<file path="src/rtl/fifo_write_arbiter.sv">
// Round-robin, packet-granular arbiter sharing one FIFO write port among NUM_REQ producers.
// A grant lasts until the owner's last beat or MAX_BURST beats, whichever comes first.
`timescale 1ns/1ps
module fifo_write_arbiter #(
    parameter int DATA_WIDTH = 8,
    parameter int NUM_REQ    = 4,
    parameter int MAX_BURST  = 8
) (
    input  logic                          clock,
    input  logic                          reset,
    input  logic [NUM_REQ-1:0]            req_valid,
    input  logic [NUM_REQ*DATA_WIDTH-1:0] req_data,
    input  logic [NUM_REQ-1:0]            req_last,
    output logic [NUM_REQ-1:0]            req_ready,
    output logic [NUM_REQ-1:0]            grant,
    input  logic                          fifo_full,
    output logic                          fifo_write_en,
    output logic [DATA_WIDTH-1:0]         fifo_data_in,
    output logic                          busy
);

    localparam int IDX_W = $clog2(NUM_REQ);

    typedef enum logic {IDLE, GRANT} state_t;

    state_t             state_reg, state_next;
    logic [NUM_REQ-1:0] grant_reg, grant_next;
    logic               busy_reg, busy_next;
    logic [7:0]         beat_cnt_reg, beat_cnt_next;
    logic [IDX_W-1:0]   owner_reg, owner_next;
    logic [IDX_W-1:0]   last_owner_reg, last_owner_next;

    logic [DATA_WIDTH-1:0] req_slice [NUM_REQ];
    logic [IDX_W:0]        cand_sum  [NUM_REQ];
    logic [IDX_W-1:0]      cand_idx  [NUM_REQ];
    logic [IDX_W-1:0]      pick_idx;
    logic                  pick_found;
    logic                  in_grant;
    logic                  xfer;
    logic                  burst_end;

    // cand_idx[k] is the k-th requester in priority order after last_owner; wrap handled
    // explicitly so non-power-of-2 NUM_REQ rotates correctly.
    genvar gi;
    generate
        for (gi = 0; gi < NUM_REQ; gi++) begin : g_req
            assign req_slice[gi] = req_data[gi*DATA_WIDTH +: DATA_WIDTH];
            assign cand_sum[gi]  = {1'b0, last_owner_reg} + (IDX_W+1)'(gi + 1);
            assign cand_idx[gi]  = (cand_sum[gi] >= (IDX_W+1)'(NUM_REQ))
                                 ? IDX_W'(cand_sum[gi] - (IDX_W+1)'(NUM_REQ))
                                 : cand_sum[gi][IDX_W-1:0];
            assign req_ready[gi] = in_grant && (owner_reg == IDX_W'(gi)) && !fifo_full;
        end
    endgenerate

    // Scan from lowest priority to highest so the earliest candidate wins.
    always_comb begin
        pick_found = 1'b0;
        pick_idx   = '0;
        for (int k = NUM_REQ - 1; k >= 0; k--) begin
            if (req_valid[cand_idx[k]]) begin
                pick_found = 1'b1;
                pick_idx   = cand_idx[k];
            end
        end
    end

    assign in_grant      = (state_reg == GRANT);
    assign xfer          = in_grant && req_valid[owner_reg] && !fifo_full;
    assign burst_end     = (beat_cnt_reg == 8'(MAX_BURST - 1));
    assign fifo_write_en = xfer;
    assign fifo_data_in  = in_grant ? req_slice[owner_reg] : '0;
    assign grant         = grant_reg;
    assign busy          = busy_reg;

    always_comb begin
        state_next      = state_reg;
        grant_next      = grant_reg;
        busy_next       = busy_reg;
        beat_cnt_next   = beat_cnt_reg;
        owner_next      = owner_reg;
        last_owner_next = last_owner_reg;
        case (state_reg)
            IDLE: begin
                if (pick_found) begin
                    state_next    = GRANT;
                    grant_next    = {{(NUM_REQ-1){1'b0}}, 1'b1} << pick_idx;
                    busy_next     = 1'b1;
                    owner_next    = pick_idx;
                    beat_cnt_next = 8'd0;
                end
            end
            GRANT: begin
                if (xfer) begin
                    if (req_last[owner_reg] || burst_end) begin
                        state_next      = IDLE;
                        grant_next      = '0;
                        busy_next       = 1'b0;
                        last_owner_next = owner_reg;
                        beat_cnt_next   = 8'd0;
                    end else begin
                        beat_cnt_next = beat_cnt_reg + 8'd1;
                    end
                end
            end
            default: state_next = IDLE;
        endcase
    end

    always_ff @(posedge clock or posedge reset) begin
        if (reset) begin
            state_reg      <= IDLE;
            grant_reg      <= '0;
            busy_reg       <= 1'b0;
            beat_cnt_reg   <= 8'd0;
            owner_reg      <= '0;
            last_owner_reg <= IDX_W'(NUM_REQ - 1);
        end else begin
            state_reg      <= state_next;
            grant_reg      <= grant_next;
            busy_reg       <= busy_next;
            beat_cnt_reg   <= beat_cnt_next;
            owner_reg      <= owner_next;
            last_owner_reg <= last_owner_next;
        end
    end

endmodule

</file>
<file path="config.mk">
export PLATFORM = sky130hd
export DESIGN_NAME = fifo_write_arbiter
export DESIGN_NICKNAME = d
export VERILOG_FILES = /design/src/rtl/fifo_write_arbiter.sv
export SDC_FILE = /design/constraint.sdc
export NUM_CORES = 1
export LEC_CHECK = 0
export CORE_UTILIZATION = 60
export DETAILED_ROUTE_END_ITERATION = 10
export DONT_BUFFER_PORTS = 1
export GPL_TIMING_DRIVEN = 1
export HOLD_SLACK_MARGIN = 0.1
export MAX_ROUTING_LAYER = met4
export PLACE_DENSITY = 0.75
export SLEW_MARGIN = 25
export SYNTH_ARGS = -nofsm -noshare
export SYNTH_HDL_FRONTEND = slang
export SYNTH_SLANG_ARGS = --single-unit
</file>
<file path="constraint.sdc">
create_clock -name clock -period 3.65 [get_ports clock]
set_clock_uncertainty 0.2 [all_clocks]
set_input_delay 0.5475 -clock clock [delete_from_list [all_inputs] [get_ports clock]]
set_output_delay 0.5475 -clock clock [all_outputs]
set_load 0.05 [all_outputs]
</file>
# == Yosys cells after proc, flatten, opt, wreduce, memory -nomap -nowiden ==
# Cells that the tools add are included.
# word_totals
output_inout_bits,18
ff_bits,18
input_bits,43
# classes
eq_ne,7
reduce_logical,17
shift,1
addsub,9
bitwise_logic,2
muxes,44
order_cmp,10
# op_table
operator,count
8-bit 2-to-1 mux,6
8-bit binary-select mux with 2-bit select,1
1-bit 2-to-1 mux,16
2-bit 2-to-1 mux,8
8-bit case mux with 2 select lines,1
3-bit >= comparator (second input constant),5
2-bit by 3-bit less-than comparator with 1-bit output (second input constant),5
1-bit binary-select mux with 2-bit select,6
4-bit 2-to-1 mux,3
1-bit logical AND,10
8-bit by 1-bit adder with 8-bit output (second input constant),1
8-bit by 3-bit == test with 1-bit output (second input constant),1
4-bit case mux with 2 select lines,1
2-bit by 1-bit subtractor with 2-bit output (second input constant),4
2-bit by 2-bit adder with 3-bit output (second input constant),2
3-bit AND reduction,2
2-bit == test (second input constant),2
2-bit != test (second input constant),2
1-bit case mux with 2 select lines,2
2-bit AND reduction,2
1-bit by 2-bit << shifter with 4-bit output (first input constant),1
2-bit by 1-bit adder with 3-bit output (second input constant),1
2-bit by 3-bit adder with 3-bit output (second input constant),1
2-bit inverter with 3-bit output,1
other kinds (6),6

# == Depth between registers and ports, before layout ==
# Gate-level depths: netlist of the first run.
# logic_depth
depth_word,12
ltp_mapped,5
depth_no_buf,5

# == Worst setup path before layout of the first run ==
# OpenSTA, ideal clock, no wires.
# synth_path
path_kind,input-to-reg
start,in req_valid[2]
end,reg beat_cnt_reg[4]
n_path_buf,0
stages,4
slack_ns,1.076
t_arrival_ns,2.248
setup_time_ns,0.126
path_cell_list,or4_4 -> a222oi_1 -> nor3_2 -> a221o_1
# synth_between
elab_chain_len,8
# synth_rtl
item,line_no,text
"start, declared",11,"input logic [NUM_REQ-1:0] req_valid,"
1-bit binary-select mux with 2-bit select,61,if (req_valid[cand_idx[k]]) begin
1-bit 2-to-1 mux (implied by the code),61,
1-bit 2-to-1 mux (4 in a row),61,
2-bit != test (no line),-,
2-bit AND reduction (no line) *,-,
"end signal, assigned",122,beat_cnt_reg <= beat_cnt_next;
"end, declared",29,"logic [7:0] beat_cnt_reg, beat_cnt_next;"
# Mark *: on every way between the ends. The rest lies on a longest branch, timed or not. The select of a mux whose other input is x is not followed.
# A chain may end at the register's enable or synchronous reset.

# == Final worst setup path of the first run ==
# layout_path
start,reg owner_reg[0]
end,out fifo_write_en
# layout_between
elab_chain_len,4
# layout_rtl
item,line_no,text
"start, declared",30,"logic [IDX_W-1:0] owner_reg, owner_next;"
"start signal, assigned",123,owner_reg <= owner_next;
1-bit binary-select mux with 2-bit select,69,assign xfer = in_grant && req_valid[owner_reg] && !fifo_full;
1-bit 2-to-1 mux (implied by the code),69,
1-bit logical AND (2 in a row),69,
"end, declared",17,"output logic fifo_write_en,"
# No other way between the ends. The select of a mux whose other input is x is not followed.

==> flow_metrics.py, run 1 <==
metrics = {
    "detailed_routing": {
        "drc": 0,
        "wl_per_cell_um": 19.0,
        "drt_iter0_markers": 34,
        "vias": 980,
        "via_per_inst": 6.71,
        "antenna_left": 0,
        "firstDrtPassIters": 4,
        "drt_wl_total_um": 2770,
    },
    "die": {
        "die_area_mm2": 0.00228,
        "chipWidth_um": 47.8,
        "num_rows": 16,
        "start_util_pct": 64.1,
        "core_area_mm2": 0.00196,
        "ios": 61,
        "dieHeight_um": 47.8,
    },
    "timing": {
        "tightest_slew_ps": 667,
        "rsz0062_at_grt": "no",
        "period_minus_slack_ps": 2730,
        "clock.fmax_ghz": 0.366,
        "tns_ps": 0,
        "drv_slew": 0,
        "maxSlewHeadroom_pct": 55.5,
        "hold_slack_ps": 285,
        "setup_ws_ps": 919,
        "finalSetupViolCount": 0,
        "hold_violations": 0,
        "period_share_pct": 74.8,
    },
    "power_and_ir_drop": {
        "vdd_drop_max_mv": 0.628,
        "power.density_mw_per_mm2": 916,
        "leakagePower_nw": 0.582,
    },
    "critical_path": {
        "critPathKind": "flop to output pin",
        "startpoint_type": "flop",
        "critPathArrivalTime_ps": 1980,
        "critical-path-slowest-cell": "a22o_1",
        "end_kind": "output pin",
        "path_cells": "nor3b_1, a22o_1",
        "cp_max_fo": 13,
        "slowest_delay_ps": 630,
        "worstPathRequired_ps": 2900,
    },
    "logic_synthesis": {
        "postSynthAreaPerCell_um2": 10.8,
        "synth_top_area_cell": "dfrtp_1",
        "ys_seq_area_share_pct": 36.0,
        "syn_area_mm2": 0.00126,
        "synth_nets": 160,
        "ys_seq_elements": 18,
        "synth_enable_flop_cells": 0,
        "yosysWarnings": 0,
        "synthFlopType": "dfrtp_1",
        "synth_top_area_share_pct": 31.8,
        "synthCells": 116,
        "synthArstFlopShare_pct": 100,
        "netlist-cell-type-count": 39,
        "synthTopCellsByArea": "dfrtp_1 32%, mux4_2 16%, and2_1 5.0%",
    },
    "cells_and_area": {
        "largest_reg_flops": 8,
        "drive_above_1_share_pct": 26.1,
        "fillers": 157,
        "area_delta_synth_final_pct": 5.87,
        "antenna_cells": 0,
        "nets": 165,
    },
    "clocking": {
        "cts_root_buf": "clkbuf_4",
        "clk_latency_ps": 300,
        "cts_hold_buf": 1,
        "post-cts-setup-buffers": 0,
        "post_cts_resized": 0,
        "cts.path.max_buffers": 2,
        "h-tree-depth": 1,
        "cts_sinks": 18,
        "cts_buffers": 3,
        "clkTransAtPathRegs_ps": 90,
        "cts_tree": "built",
    },
    "global_route": {
        "grt_pass1_wl_um": 4040,
        "grt_antenna_before_repair": 0,
        "grt_pass1_vias": 902,
        "grtUsageTotal_pct": 27.5,
        "grt_max_degree": 19,
        "gr-total-overflow": 0,
    },
    "run": {
        "max-cap-violations": 0,
    },
    "place": {
        "place_hpwl_um": 2150,
        "pre_cts_slack_ps": 1090,
        "place.gp.congestion": 0.902,
        "port-buffer-count": 0,
    },
    "status": {
        "status": "completed",
    },
    "hold_path": {
        "worstHoldPathType": "input port to flop",
    },
}
synthesized netlist by cell type (3+ instances only):
master	n
a21oi_1	4
a221o_1	4
a22o_2	3
and2_1	10
and3_1	6
dfrtp_1	16
inv_1	3
mux2_2	5
mux4_2	9
nand2_1	5
nand3_1	4
nor2_1	8
nor2b_1	6
power breakdown:
part / internal (mW) / total [mW] / switching [mW]
logic: 0.242 / 0.663 / 0.421
clock network: 0.0386 / 0.0988 / 0.0601
registers: 0.266 / 0.458 / 0.192
total: 0.547 / 1.22 / 0.673
logic make-up (layout without fill, tap and decap cells):
group                    Yosys count  in the layout  synth area share (%)
AND/OR/NAND/NOR                   50             50                  23.2
AO/OA/AOI/OAI                     25             25                  16.3
multiplexers                      15             15                  21.4
adder cells (fa/ha/maj)            1              1                 0.995
buffers and inverters              7             10                  2.09
flip-flops                        18             18                  36.0
worst max-delay path, delay by kind of cell (launching register included):
kind	cells	cell delay [ps]
compound gates	1	630
flops	1	600
simple gates	1	440
layout make-up:
| class | instances | area, um2 | share of cell area [%] |
|---|---|---|---|
| clock buffers | 3 | 22.5 | 1.69 |
| inverters | 3 | 11.3 | 0.846 |
| multi-input cells | 91 | 778 | 58.5 |
| flip-flops and latches | 18 | 453 | 34.0 |
| well taps | 27 | 33.8 | 2.54 |
| repair buffers | 4 | 32.5 | 2.44 |
final timing paths:
check / start / to / slack (ps) / depth (start not counted)
max in group asynchronous: reset / owner_reg[0]$_DFFE_PP0P_ / 2260 / 2
worst max-delay path: owner_reg[0]$_DFFE_PP0P_ / fifo_write_en / 920 / 2
worst min register to register: beat_cnt_reg[1]$_DFFE_PP0P_ / beat_cnt_reg[1]$_DFFE_PP0P_ / 350 / 1
min in group asynchronous: reset / grant[3]$_DFFE_PP0P_ / 570 / 2
worst max register to register: owner_reg[0]$_DFFE_PP0P_ / last_owner_reg[0]$_DFFE_PP1P_ / 1070 / 4
worst min-delay path: req_valid[0] / in_grant$_DFF_PP0_ / 280 / 2
layer usage:
layer	vias up	GRT usage, %	routed length [um]	part of all wire (%)
met3	5	5.28	197	7.1
met2	42	45.1	1410	51
met1	473	33.8	1130	41
met5	-	-	0	0
li1	460	-	-	-
met4	0	10.0	33	1.2
per-stage QoR:
stage	std cells	instance area, um2	util (%)	power [mW]
2_1_floorplan	116	1260	-	1.03
3_3_place_gp	142	1300	66.2	1.11
3_5_place_dp	142	1300	66.2	1.12
4_1_cts	146	1330	67.9	1.22
5_1_grt	146	1330	67.9	1.30
6_report	146	1330	67.9	1.22
placed cells by master, fill, tap and decap left out, types with 2 or more instances in the layout:
cell,instances
nor2_1,8
mux2_2,5
clkbuf_4,3
a22o_1,2
nor2b_1,6
o2bb2ai_1,2
o22ai_1,2
and3_1,6
a22o_2,3
a221o_1,4
or2_2,2
nand2_1,5
nand3_1,4
and2_1,10
dfstp_2,2
mux4_2,9
inv_1,3
a21oi_1,4
buf_4,3
dfrtp_1,16
Power figures use the tool's default switching activity.
==> inputs of run 2 (changes only) <==
- CORE_UTILIZATION: 60 -> 56
- PLACE_DENSITY: 0.75 -> 0.73
- clock period: 3.65 -> 2.4 ns (I/O delays scaled with it)
==> run 2 against run 1 <==
Sequential power increased by 40%. Register-to-register slack got worse by 870 ps. Total power increased by 60%.
==> flow_metrics.py, run 2 (synthesis gave the netlist of run 1 again) <==
metrics = {
    "hold_path": {
        "worstHoldPathType": "input port to flop",
        "whs_path_depth": 3,
        "min_to": "busy$_DFFE_PP0P_",
        "worstHoldStart": "req_valid[0]",
    },
    "power_and_ir_drop": {
        "p_int_mw": 0.893,
        "power.density_mw_per_mm2": 1380,
        "pwr-share-seq_pct": 32.8,
        "finalPower_mw": 1.95,
        "clkPwrFrac_pct": 8.0,
        "swShare_pct": 54.2,
        "power.switching_mw": 1.06,
        "vdd_drop_max_mv": 0.831,
        "leakagePower_nw": 0.629,
        "p_comb_share_pct": 59.2,
    },
    "critical_path": {
        "rr_startpoint": "owner_reg[0]$_DFFE_PP0P_",
        "ff2ff_path_depth": 4,
        "cp_max_fo": 7,
        "r2r-end": "beat_cnt_reg[0]$_DFFE_PP0P_",
        "end_kind": "output pin",
        "worstPathRequired_ps": 1840,
        "startpoint_type": "flop",
        "critPathArrivalTime_ps": 1760,
        "r2r_setup_slack_ps": 200,
        "crit_start": "owner_reg[0]$_DFFE_PP0P_",
        "critPathKind": "flop to output pin",
    },
    "place": {
        "place_hpwl_um": 2320,
        "port-buffer-count": 0,
        "place.gp.congestion": 0.857,
        "pre_cts_slack_ps": 220,
    },
    "cells_and_area": {
        "fillers": 159,
        "nets": 173,
        "drive_above_1_share_pct": 32.8,
        "largest_reg_flops": 8,
        "final_common_cell": "dfrtp_1",
        "seq_area_um2": 453,
        "antenna_cells": 0,
        "area_delta_synth_final_pct": 12.1,
        "multi_input_area_um2": 788,
        "layout_common_cells": "16 x dfrtp_1, 9 x mux4_2, 9 x buf_4, 8 x nor2_1, 7 x and2_1",
    },
    "clocking": {
        "cts_buffers": 3,
        "h-tree-depth": 1,
        "clk_latency_ps": 310,
        "cts_tree": "built",
        "cts.path.max_buffers": 2,
        "cts_root_buf": "clkbuf_4",
        "cts_sinks": 18,
        "clkTransAtPathRegs_ps": 110,
    },
    "global_route": {
        "grt_pass1_wl_um": 5230,
        "grt_max_degree": 19,
        "grt_pass1_vias": 1115,
        "grt_antenna_before_repair": 0,
        "gr-total-overflow": 0,
        "grtUsageTotal_pct": 29.6,
    },
    "timing": {
        "maxSlewHeadroom_pct": 55.4,
        "tns_ps": 0,
        "finalSetupViolCount": 0,
        "setup_ws_ps": 84.5,
        "rsz0062_at_grt": "no",
        "period_share_pct": 96.5,
        "hold_violations": 0,
        "clock.fmax_ghz": 0.432,
        "tightest_slew_ps": 668,
        "drv_slew": 0,
        "period_minus_slack_ps": 2320,
    },
    "detailed_routing": {
        "wl_per_cell_um": 20.5,
        "firstDrtPassIters": 4,
        "antenna_left": 0,
        "drc": 0,
        "drt_wl_total_um": 3170,
        "drt_iter0_markers": 30,
        "via_per_inst": 6.93,
        "vias": 1074,
    },
    "die": {
        "num_rows": 16,
        "core_area_mm2": 0.00204,
        "ios": 61,
        "die_area_mm2": 0.00244,
        "chipWidth_um": 49.4,
        "dieHeight_um": 49.4,
        "start_util_pct": 61.6,
    },
    "status": {
        "status": "completed",
    },
    "run": {
        "max-cap-violations": 0,
    },
}
## run 2: changes by cell type in the layout (fill, tap and decap cells not counted), moves of 2 or more
cell,before,now
buf_4,3,9
dlygate4sd3_1,1,3
and2_1,10,7
and2_2,0,3
## run 2: final cells by class
class                           count  share of cell area, %
Inverter                            3                  0.799
Tap cell                           27                   2.40
Timing Repair Buffer               12                   6.92
Multi-Input combinational cell     91                   55.9
Sequential cell                    18                   32.1
Clock buffer                        4                   1.86
## run 2: timing repair
action                     4_1_cts  5_1_grt
gates resized for setup          1        4
setup endpoints to repair        1        4
hold endpoints to repair        17        0
hold buffers                     3        0
setup buffers                    0        0
## run 2: power by group through the flow
stage	sequential [mW]	combinational (mW)	clock, mW
final	0.639	1.16	0.156
after global routing	0.654	1.23	0.178
after CTS	0.640	1.13	0.162
after detailed placement	0.647	1.12	0
after global placement	0.639	1.10	0
after floorplan	0.602	0.965	0
## run 2: per-stage QoR
step	util [%]	area [um2]	hold WS [ps]	cells
4_1_cts	68.8	1410	185	155
6_report	69.1	1410	209	155
2_1_floorplan	-	1260	97.1	116
5_1_grt	69.1	1410	195	155
3_3_place_gp	65.8	1340	168	148
3_5_place_dp	65.8	1340	176	148
## run 2: critical path: stages (launching register included)
cell and delay (ps):
dfrtp_1 410, buf_4 200, mux4_2 500, and2_1 340
## run 2: layer usage
layer | GRT usage, % | vias to the layer above | share of wire [%]
met5 | - | - | 0
met4 | 10.0 | 0 | 2.0
met3 | 8.72 | 14 | 7.9
met2 | 49.8 | 60 | 53
met1 | 33.5 | 526 | 37
li1 | - | 474 | -
## run 2: how the worst max path moves through the flow
stage / end / slack [ps] / cells past startpoint
4_1_cts: fifo_data_in[0] / 60 / 3
6_report: fifo_data_in[1] / 80 / 3
2_1_floorplan: beat_cnt_reg[4]$_DFFE_PP0P_ / 10 / 4
5_1_grt: fifo_data_in[1] / 2 / 3
3_5_place_dp: beat_cnt_reg[7]$_DFFE_PP0P_ / 220 / 4
3_3_place_gp: beat_cnt_reg[4]$_DFFE_PP0P_ / 230 / 4
